### src/rtl/axil_initiator_adaptor.sv
// Bridges a simple valid/ready request/response port onto an AXI-lite master with one transaction in flight.
// States: IDLE accept, WRITE AW/W issue, WAIT_B, READ AR issue, WAIT_R, RESP hold response until consumed.
module axil_initiator_adaptor #(
  parameter int axil_data_width_p = 32,
  parameter int axil_addr_width_p = 32
) (
  input  logic                           clk_i,
  input  logic                           reset_i,

  input  logic                           v_i,
  output logic                           ready_and_o,
  input  logic [axil_addr_width_p-1:0]   addr_i,
  input  logic                           wr_en_i,
  input  logic [1:0]                     data_size_i,
  input  logic [axil_data_width_p-1:0]   wdata_i,

  output logic                           v_o,
  input  logic                           ready_and_i,
  output logic [axil_data_width_p-1:0]   rdata_o,
  output logic                           err_o,

  output logic [axil_addr_width_p-1:0]   m_axil_awaddr_o,
  output logic [2:0]                     m_axil_awprot_o,
  output logic                           m_axil_awvalid_o,
  input  logic                           m_axil_awready_i,
  output logic [axil_data_width_p-1:0]   m_axil_wdata_o,
  output logic [axil_data_width_p/8-1:0] m_axil_wstrb_o,
  output logic                           m_axil_wvalid_o,
  input  logic                           m_axil_wready_i,
  input  logic [1:0]                     m_axil_bresp_i,
  input  logic                           m_axil_bvalid_i,
  output logic                           m_axil_bready_o,
  output logic [axil_addr_width_p-1:0]   m_axil_araddr_o,
  output logic [2:0]                     m_axil_arprot_o,
  output logic                           m_axil_arvalid_o,
  input  logic                           m_axil_arready_i,
  input  logic [axil_data_width_p-1:0]   m_axil_rdata_i,
  input  logic [1:0]                     m_axil_rresp_i,
  input  logic                           m_axil_rvalid_i,
  output logic                           m_axil_rready_o
);

  localparam int strb_w_lp = axil_data_width_p / 8;
  localparam int off_w_lp  = $clog2(strb_w_lp);
  localparam logic [3:0] strb_w_c = 4'(strb_w_lp);

  typedef enum logic [2:0] {
    ST_IDLE, ST_WRITE, ST_WAIT_B, ST_READ, ST_WAIT_R, ST_RESP
  } state_e;

  state_e                         state_q, state_d;
  logic                           init_q;
  logic [axil_addr_width_p-1:0]   addr_q, addr_d;
  logic [1:0]                     size_q, size_d;
  logic [axil_data_width_p-1:0]   wdata_q, wdata_d;
  logic                           aw_done_q, aw_done_d;
  logic                           w_done_q, w_done_d;
  logic [axil_data_width_p-1:0]   rdata_q, rdata_d;
  logic                           err_q, err_d;

  logic [3:0]                     req_bytes, bytes_q;
  logic                           req_illegal;
  logic [off_w_lp-1:0]            addr_off;
  logic [strb_w_lp-1:0]           lane_ones;
  logic [axil_data_width_p-1:0]   rd_mask, wdata_rep, rd_shift, rd_aligned;
  logic [2:0]                     src_lane;

  assign req_bytes   = 4'b1 << data_size_i;
  assign req_illegal = (req_bytes > strb_w_c)
                     | ((addr_i[2:0] & (req_bytes[2:0] - 3'd1)) != 3'd0);
  assign bytes_q     = 4'b1 << size_q;
  assign addr_off    = addr_q[off_w_lp-1:0];

  // Lane masks, and byte replication of the right-justified write data.
  always_comb begin
    lane_ones = '0;
    rd_mask   = '0;
    wdata_rep = '0;
    src_lane  = '0;
    for (int i = 0; i < strb_w_lp; i++) begin
      lane_ones[i]       = (4'(i) < bytes_q);
      rd_mask[8*i +: 8]  = (4'(i) < bytes_q) ? 8'hFF : 8'h00;
      src_lane           = 3'(i) & (bytes_q[2:0] - 3'd1);
      wdata_rep[8*i +: 8] = wdata_q[8*src_lane +: 8];
    end
  end

  assign rd_shift   = m_axil_rdata_i >> {addr_off, 3'b000};
  assign rd_aligned = rd_shift & rd_mask;

  always_comb begin
    state_d   = state_q;
    addr_d    = addr_q;
    size_d    = size_q;
    wdata_d   = wdata_q;
    aw_done_d = aw_done_q;
    w_done_d  = w_done_q;
    rdata_d   = rdata_q;
    err_d     = err_q;
    unique case (state_q)
      ST_IDLE: begin
        if (v_i && ready_and_o) begin
          addr_d    = addr_i;
          size_d    = data_size_i;
          wdata_d   = wdata_i;
          aw_done_d = 1'b0;
          w_done_d  = 1'b0;
          if (req_illegal) begin
            state_d = ST_RESP;
            rdata_d = '0;
            err_d   = 1'b1;
          end else begin
            state_d = wr_en_i ? ST_WRITE : ST_READ;
          end
        end
      end
      ST_WRITE: begin
        aw_done_d = aw_done_q | m_axil_awready_i;
        w_done_d  = w_done_q | m_axil_wready_i;
        if (aw_done_d && w_done_d) state_d = ST_WAIT_B;
      end
      ST_WAIT_B: begin
        if (m_axil_bvalid_i) begin
          state_d = ST_RESP;
          rdata_d = '0;
          err_d   = (m_axil_bresp_i != 2'b00);
        end
      end
      ST_READ: begin
        if (m_axil_arready_i) state_d = ST_WAIT_R;
      end
      ST_WAIT_R: begin
        if (m_axil_rvalid_i) begin
          state_d = ST_RESP;
          rdata_d = rd_aligned;
          err_d   = (m_axil_rresp_i != 2'b00);
        end
      end
      ST_RESP: begin
        if (ready_and_i) state_d = ST_IDLE;
      end
      default: state_d = ST_IDLE;
    endcase
  end

  always_ff @(posedge clk_i or posedge reset_i) begin
    if (reset_i) begin
      state_q   <= ST_IDLE;
      init_q    <= 1'b0;
      addr_q    <= '0;
      size_q    <= '0;
      wdata_q   <= '0;
      aw_done_q <= 1'b0;
      w_done_q  <= 1'b0;
      rdata_q   <= '0;
      err_q     <= 1'b0;
    end else begin
      state_q   <= state_d;
      init_q    <= 1'b1;
      addr_q    <= addr_d;
      size_q    <= size_d;
      wdata_q   <= wdata_d;
      aw_done_q <= aw_done_d;
      w_done_q  <= w_done_d;
      rdata_q   <= rdata_d;
      err_q     <= err_d;
    end
  end

  // init_q keeps ready low until the first edge after reset is released.
  assign ready_and_o      = init_q && (state_q == ST_IDLE);
  assign v_o              = (state_q == ST_RESP);
  assign rdata_o          = {axil_data_width_p{v_o}} & rdata_q;
  assign err_o            = v_o & err_q;

  assign m_axil_awaddr_o  = addr_q;
  assign m_axil_awprot_o  = 3'b000;
  assign m_axil_awvalid_o = (state_q == ST_WRITE) && !aw_done_q;
  assign m_axil_wdata_o   = wdata_rep;
  assign m_axil_wstrb_o   = lane_ones << addr_off;
  assign m_axil_wvalid_o  = (state_q == ST_WRITE) && !w_done_q;
  assign m_axil_bready_o  = (state_q == ST_WAIT_B);
  assign m_axil_araddr_o  = addr_q;
  assign m_axil_arprot_o  = 3'b000;
  assign m_axil_arvalid_o = (state_q == ST_READ);
  assign m_axil_rready_o  = (state_q == ST_WAIT_R);

endmodule
### config.mk
export PLATFORM = sky130hd
export DESIGN_NAME = axil_initiator_adaptor
export DESIGN_NICKNAME = d
export VERILOG_FILES = /design/src/rtl/axil_initiator_adaptor.sv
export SDC_FILE = /design/constraint.sdc
export NUM_CORES = 1
export LEC_CHECK = 0
export BUFFER_PORTS_ARGS = -buffer_cell sky130_fd_sc_hd__buf_2
export CAP_MARGIN = 20
export CORE_ASPECT_RATIO = 0.5
export CORE_UTILIZATION = 51
export DETAILED_ROUTE_END_ITERATION = 16
export PLACE_DENSITY = 0.95
export SYNTH_ARGS = -nofsm -noshare
export SYNTH_HDL_FRONTEND = slang
export SYNTH_SLANG_ARGS = --single-unit
export TNS_END_PERCENT = 30
### constraint.sdc
create_clock -name clk_i -period 9.6 [get_ports clk_i]
set_input_delay 1.92 -clock clk_i [delete_from_list [all_inputs] [get_ports clk_i]]
set_output_delay 1.92 -clock clk_i [all_outputs]
set_load 0.05 [all_outputs]
* Word level (Yosys, flattened, before mapping)
Cells that the tools add are included.
W data, S select, Z words.
** Storage, ports and cells
- Bits in registers :: 105
- Input port bits :: 112
- Word-level logic and storage cells :: 85
** Cells by class
- Add/subtract/negate cells :: 2
- Order comparisons :: 5
- Eq/ne operators :: 12
- Shifts and indexed selects :: 7
- Mux-type cells :: 26
- Bitwise operators :: 7
- Reduce and logical (&&, ||, !) cells :: 17
** Operator list (count)
- $mux W32 :: 4
- $pmux W32 S3 :: 1
- $and A32 B32 Y32 :: 2
- $shiftx A32 B6 Y8 :: 2
- $mux W8 :: 4
- $shiftx A32 B5 Y8 :: 1
- $shr A32 B5 Y32 :: 1
- $mux W3 :: 7
- $pmux W3 S6 :: 1
- $ne A2 B2 Y1 const B :: 5
- $lt A1 B4 Y1 const A :: 2
- $lt A2 B4 Y1 const A :: 2
- $shl A1 B2 Y4 const A :: 2
- $eq A3 B2 Y1 const B :: 2
- $eq A3 B3 Y1 const B :: 2
- $reduce_and A6 Y1 :: 1
- $reduce_bool A2 Y1 :: 3
- $reduce_bool A3 Y1 :: 2
- $logic_and A1 B1 Y1 :: 5
- $mux W1 :: 5
- $reduce_and A5 Y1 :: 1
- $gt A4 B3 Y1 const B :: 1
- $ne A2 B1 Y1 const B :: 2
- $pmux W1 S2 :: 2
- 12 further kinds :: 16

* Longest topological paths before layout
- Word-level depth :: 8
- Gate-level depth with buffers :: 10

* Worst setup path before layout
Ideal clock, no wire load.
- Path kind :: register to output
- Start point :: register size_q[1]
- End point :: output m_axil_wdata_o[25]
- Data arrival time :: 2.826 ns
- Slack :: 4.854 ns
- Stages on the path, launching flop included :: 9
- Cell sequence :: dfrtp_1 buf_4 nor2_1 buf_2 buf_2 inv_1 ha_1 buf_1 o21ai_0
** On the way
- Longest elaborated chain between the ends :: 3
** Ends and longest elaborated chain
- start: declaration :: RTL line 54 : logic [1:0] size_q, size_d;
- start signal: assignment :: RTL line 161 : size_q <= size_d;
- $shl A1 B2 Y4 :: RTL line 71 : assign bytes_q = 4'b1 << size_q;
- $sub A2 B1 Y2 :: RTL line 83 : src_lane = 3'(i) & (bytes_q[2:0] - 3'd1);
- $shiftx A32 B6 Y8 :: RTL line 84 : wdata_rep[8*i +: 8] = wdata_q[8*src_lane +: 8];
- end: declaration :: RTL line 26 : output logic [axil_data_width_p-1:0] m_axil_wdata_o,
Every way passes these cells.

* Final worst setup path
Same ends and word-level chain as after synthesis.

==> flow_summary.json <==
{
  "cts_buffers": 9,
  "num_vias": 4538,
  "die_x_um": 151,
  "root_buffer": "clkbuf_16",
  "grt_pass1_vias": 4395,
  "final_nets": 797,
  "postCtsResizedCells": 0,
  "crit_family": "flip-flops",
  "io_buffers": 251,
  "insertion_delay_ns": 0.34,
  "seq_area_sq_mm": 0.00263,
  "netlist_instances": 489,
  "grt-ovfl-total": 0,
  "htree_levels": 3,
  "setup_viol": 0,
  "r2r_slack_ns": 7.03,
  "slew_viol_final": 0,
  "hold_path.class": "register to register",
  "critPathLaunchType": "register",
  "vias_per_cell": 5.48,
  "clk_path_buf_depth": 2,
  "die_h_um": 76.5,
  "cts_setup_buffers": 0,
  "ant_nets": 0,
  "gr-usage-all-layers": 0.258,
  "multi_input_area_sq_mm": 0.00250,
  "hold_violations": 0,
  "crit_path_max_fanout": 17,
  "cts.sinks": 105,
  "wl_per_cell_um": 17.8,
  "yosys_warnings": 0,
  "drv_cap": 0,
  "die_area_sq_mm": 0.0115,
  "fin_tns_setup_ns": 0,
  "rsz0062_at_grt": "no",
  "fillCellCount": 827,
  "crit_chain": "nor2_2 > inv_1 > ha_1 > o21ai_0 > buf_2",
  "clk_pin_slew_ns": 0.07,
  "coreArea_sq_mm": 0.0105,
  "synth-seq-cells": 105,
  "fmax_mhz": 221,
  "skew_ns": 0.00541,
  "grt_max_degree": 65,
  "drt_pre_antenna_iters": 5,
  "remaining_drc_errors": 0,
  "worst_slew_pin_slew_ns": 1.09,
  "critPathCaptureType": "output pin",
  "place_hpwl_um": 10800,
  "grt_pass1_wl_um": 23000,
  "finalWirelength_um": 14800,
  "fin_crit_ns": 4.52,
  "seq_area_frac_synth": 0.465,
  "n_antenna_cell": 0,
  "gp_congestion": 0.923,
  "synth.distinct_cells": 43,
  "cts_tree": "yes",
  "cp_slowest_cell": "dfrtp_1",
  "synth_area_sq_mm": 0.00566,
  "maxSlewHeadroom": 0.273,
  "status": "completed",
  "syn2layout_area_growth_pct": 23.8,
  "fin_crit_sh": 0.470,
  "arrival_ns": 2.60,
  "ctsHoldBuffers": 0,
  "path_class": "register to output pin",
  "critPathRequiredTime_ns": 7.68,
  "io_pins": 258,
  "layout-drive-gt1-share": 0.551,
  "start_util": 0.540,
  "avgSynthCellArea_sq_um": 11.6,
  "antenna_found_initial": 0,
  "utilization": 0.668,
  "std_cell_rows": 26,
  "critPathBufInv": 2,
  "drtIter0Drc": 298,
  "slowest_delay_ns": 0.61
}
worst register-to-register path, delay by kind of cell (launching register included):
| kind | cells | cell delay [ns] |
|---|---|---|
| flops | 1 | 0.70 |
| simple gates | 2 | 0.25 |
| buf+inv | 2 | 1.05 |
| mux | 1 | 0.45 |
logic make-up after synthesis:
logic type,share of synthesized area
adder cells (fa/ha/maj),0.00442
AO/OA/AOI/OAI,0.121
AND/OR/NAND/NOR,0.0978
flip-flops,0.465
other,0.00133
buffers and inverters,0.0976
multiplexers,0.213
synthesized netlist by cell type:
master,count,area (sq um)
clkbuf_1,14,52.6
nor3b_2,2,25.0
a21oi_2,2,17.5
and3_1,33,206
mux2_2,84,946
o211ai_1,1,7.51
nor4b_4,1,23.8
buf_2,12,60.1
o2bb2ai_1,1,8.76
a22oi_1,1,7.51
or2b_2,1,8.76
mux2i_1,26,260
o31a_1,1,8.76
buf_4,49,368
o311ai_1,1,8.76
or4b_4,1,13.8
conb_1,2,7.51
buf_6,4,45.0
ha_1,2,25.0
nor2b_1,11,68.8
o21a_1,1,7.51
and2b_4,1,10.0
o2bb2ai_2,7,105
nand2_1,21,78.8
nand2b_1,1,6.26
and2_1,2,12.5
or2_1,1,6.26
o2bb2ai_4,1,27.5
a22o_1,24,210
a21oi_1,14,70.1
nor2_1,15,56.3
dfrtp_1,105,2630
a221o_1,1,10.0
a211oi_1,10,75.1
o21bai_1,1,7.51
o22ai_1,2,12.5
nand3b_1,1,7.51
nand3_1,2,10.0
buf_1,1,3.75
nor3_1,2,10.0
inv_1,6,22.5
o21ai_0,20,100
and2_4,1,8.76
path summary, 6_finish.rpt:
path                                  start                  end  depth (start not counted)
worst max-delay path              size_q[1]   m_axil_wdata_o[25]                          5
worst min-delay path            rdata_q[21]          rdata_q[21]                          1
worst max register to register   state_q[0]   m_axil_araddr_o[7]                          5
worst min register to register  rdata_q[21]          rdata_q[21]                          1
max in group asynchronous           reset_i   m_axil_araddr_o[0]                          3
min in group asynchronous           reset_i  m_axil_araddr_o[15]                          2
cell type report:
| class | instances | share of cell area |
|---|---|---|
| multi-input combinational | 303 | 0.358 |
| clock inverter | 6 | 0.0163 |
| tap | 140 | 0.0250 |
| sequential | 105 | 0.375 |
| timing repair buffer | 258 | 0.188 |
| inverter | 6 | 0.00358 |
| clock buffer | 10 | 0.0341 |
flip-flops by register name (all words and copies together) (netlist names):
name,count
aw_done_q,1
err_q,1
init_q,1
m_axil_araddr_o,32
rdata_q,32
size_q,2
state_q,3
w_done_q,1
wdata_q,32
cell usage in the layout, fill, tap and decap left out, types with 14 or more instances in the layout:
| master | n |
|---|---|
| a21oi_1 | 14 |
| o21ai_0 | 20 |
| nor2_1 | 14 |
| mux2i_1 | 26 |
| buf_2 | 251 |
| nand2_1 | 20 |
| a22o_1 | 24 |
| and3_1 | 33 |
| dfrtp_1 | 105 |
| mux2_2 | 84 |
layer usage:
metal | vias up | track usage | part of all wire | wire length (um)
li1 | 2087 | - | - | -
met1 | 2203 | 0.319 | 0.40 | 5890
met2 | 201 | 0.442 | 0.51 | 7570
met3 | 47 | 0.0497 | 0.057 | 835
met4 | 0 | 0.104 | 0.033 | 482
met5 | - | 0 | 0 | 0
metrics by stage:
stage / instance area [sq um] / hold WS, ns / setup WS [ns] / std cells
2_1_floorplan: 5670 / 0.461 / 4.85 / 494
3_3_place_gp: 6630 / 0.478 / 5.11 / 811
3_5_place_dp: 6630 / 0.479 / 4.99 / 811
4_1_cts: 6980 / 0.497 / 4.63 / 827
5_1_grt: 7000 / 0.513 / 4.85 / 828
6_report: 7000 / 0.491 / 5.08 / 828
Power is left out: the tool's default activity adds up to more than one toggle a clock period on the data nets, which glitch-free logic cannot reach.
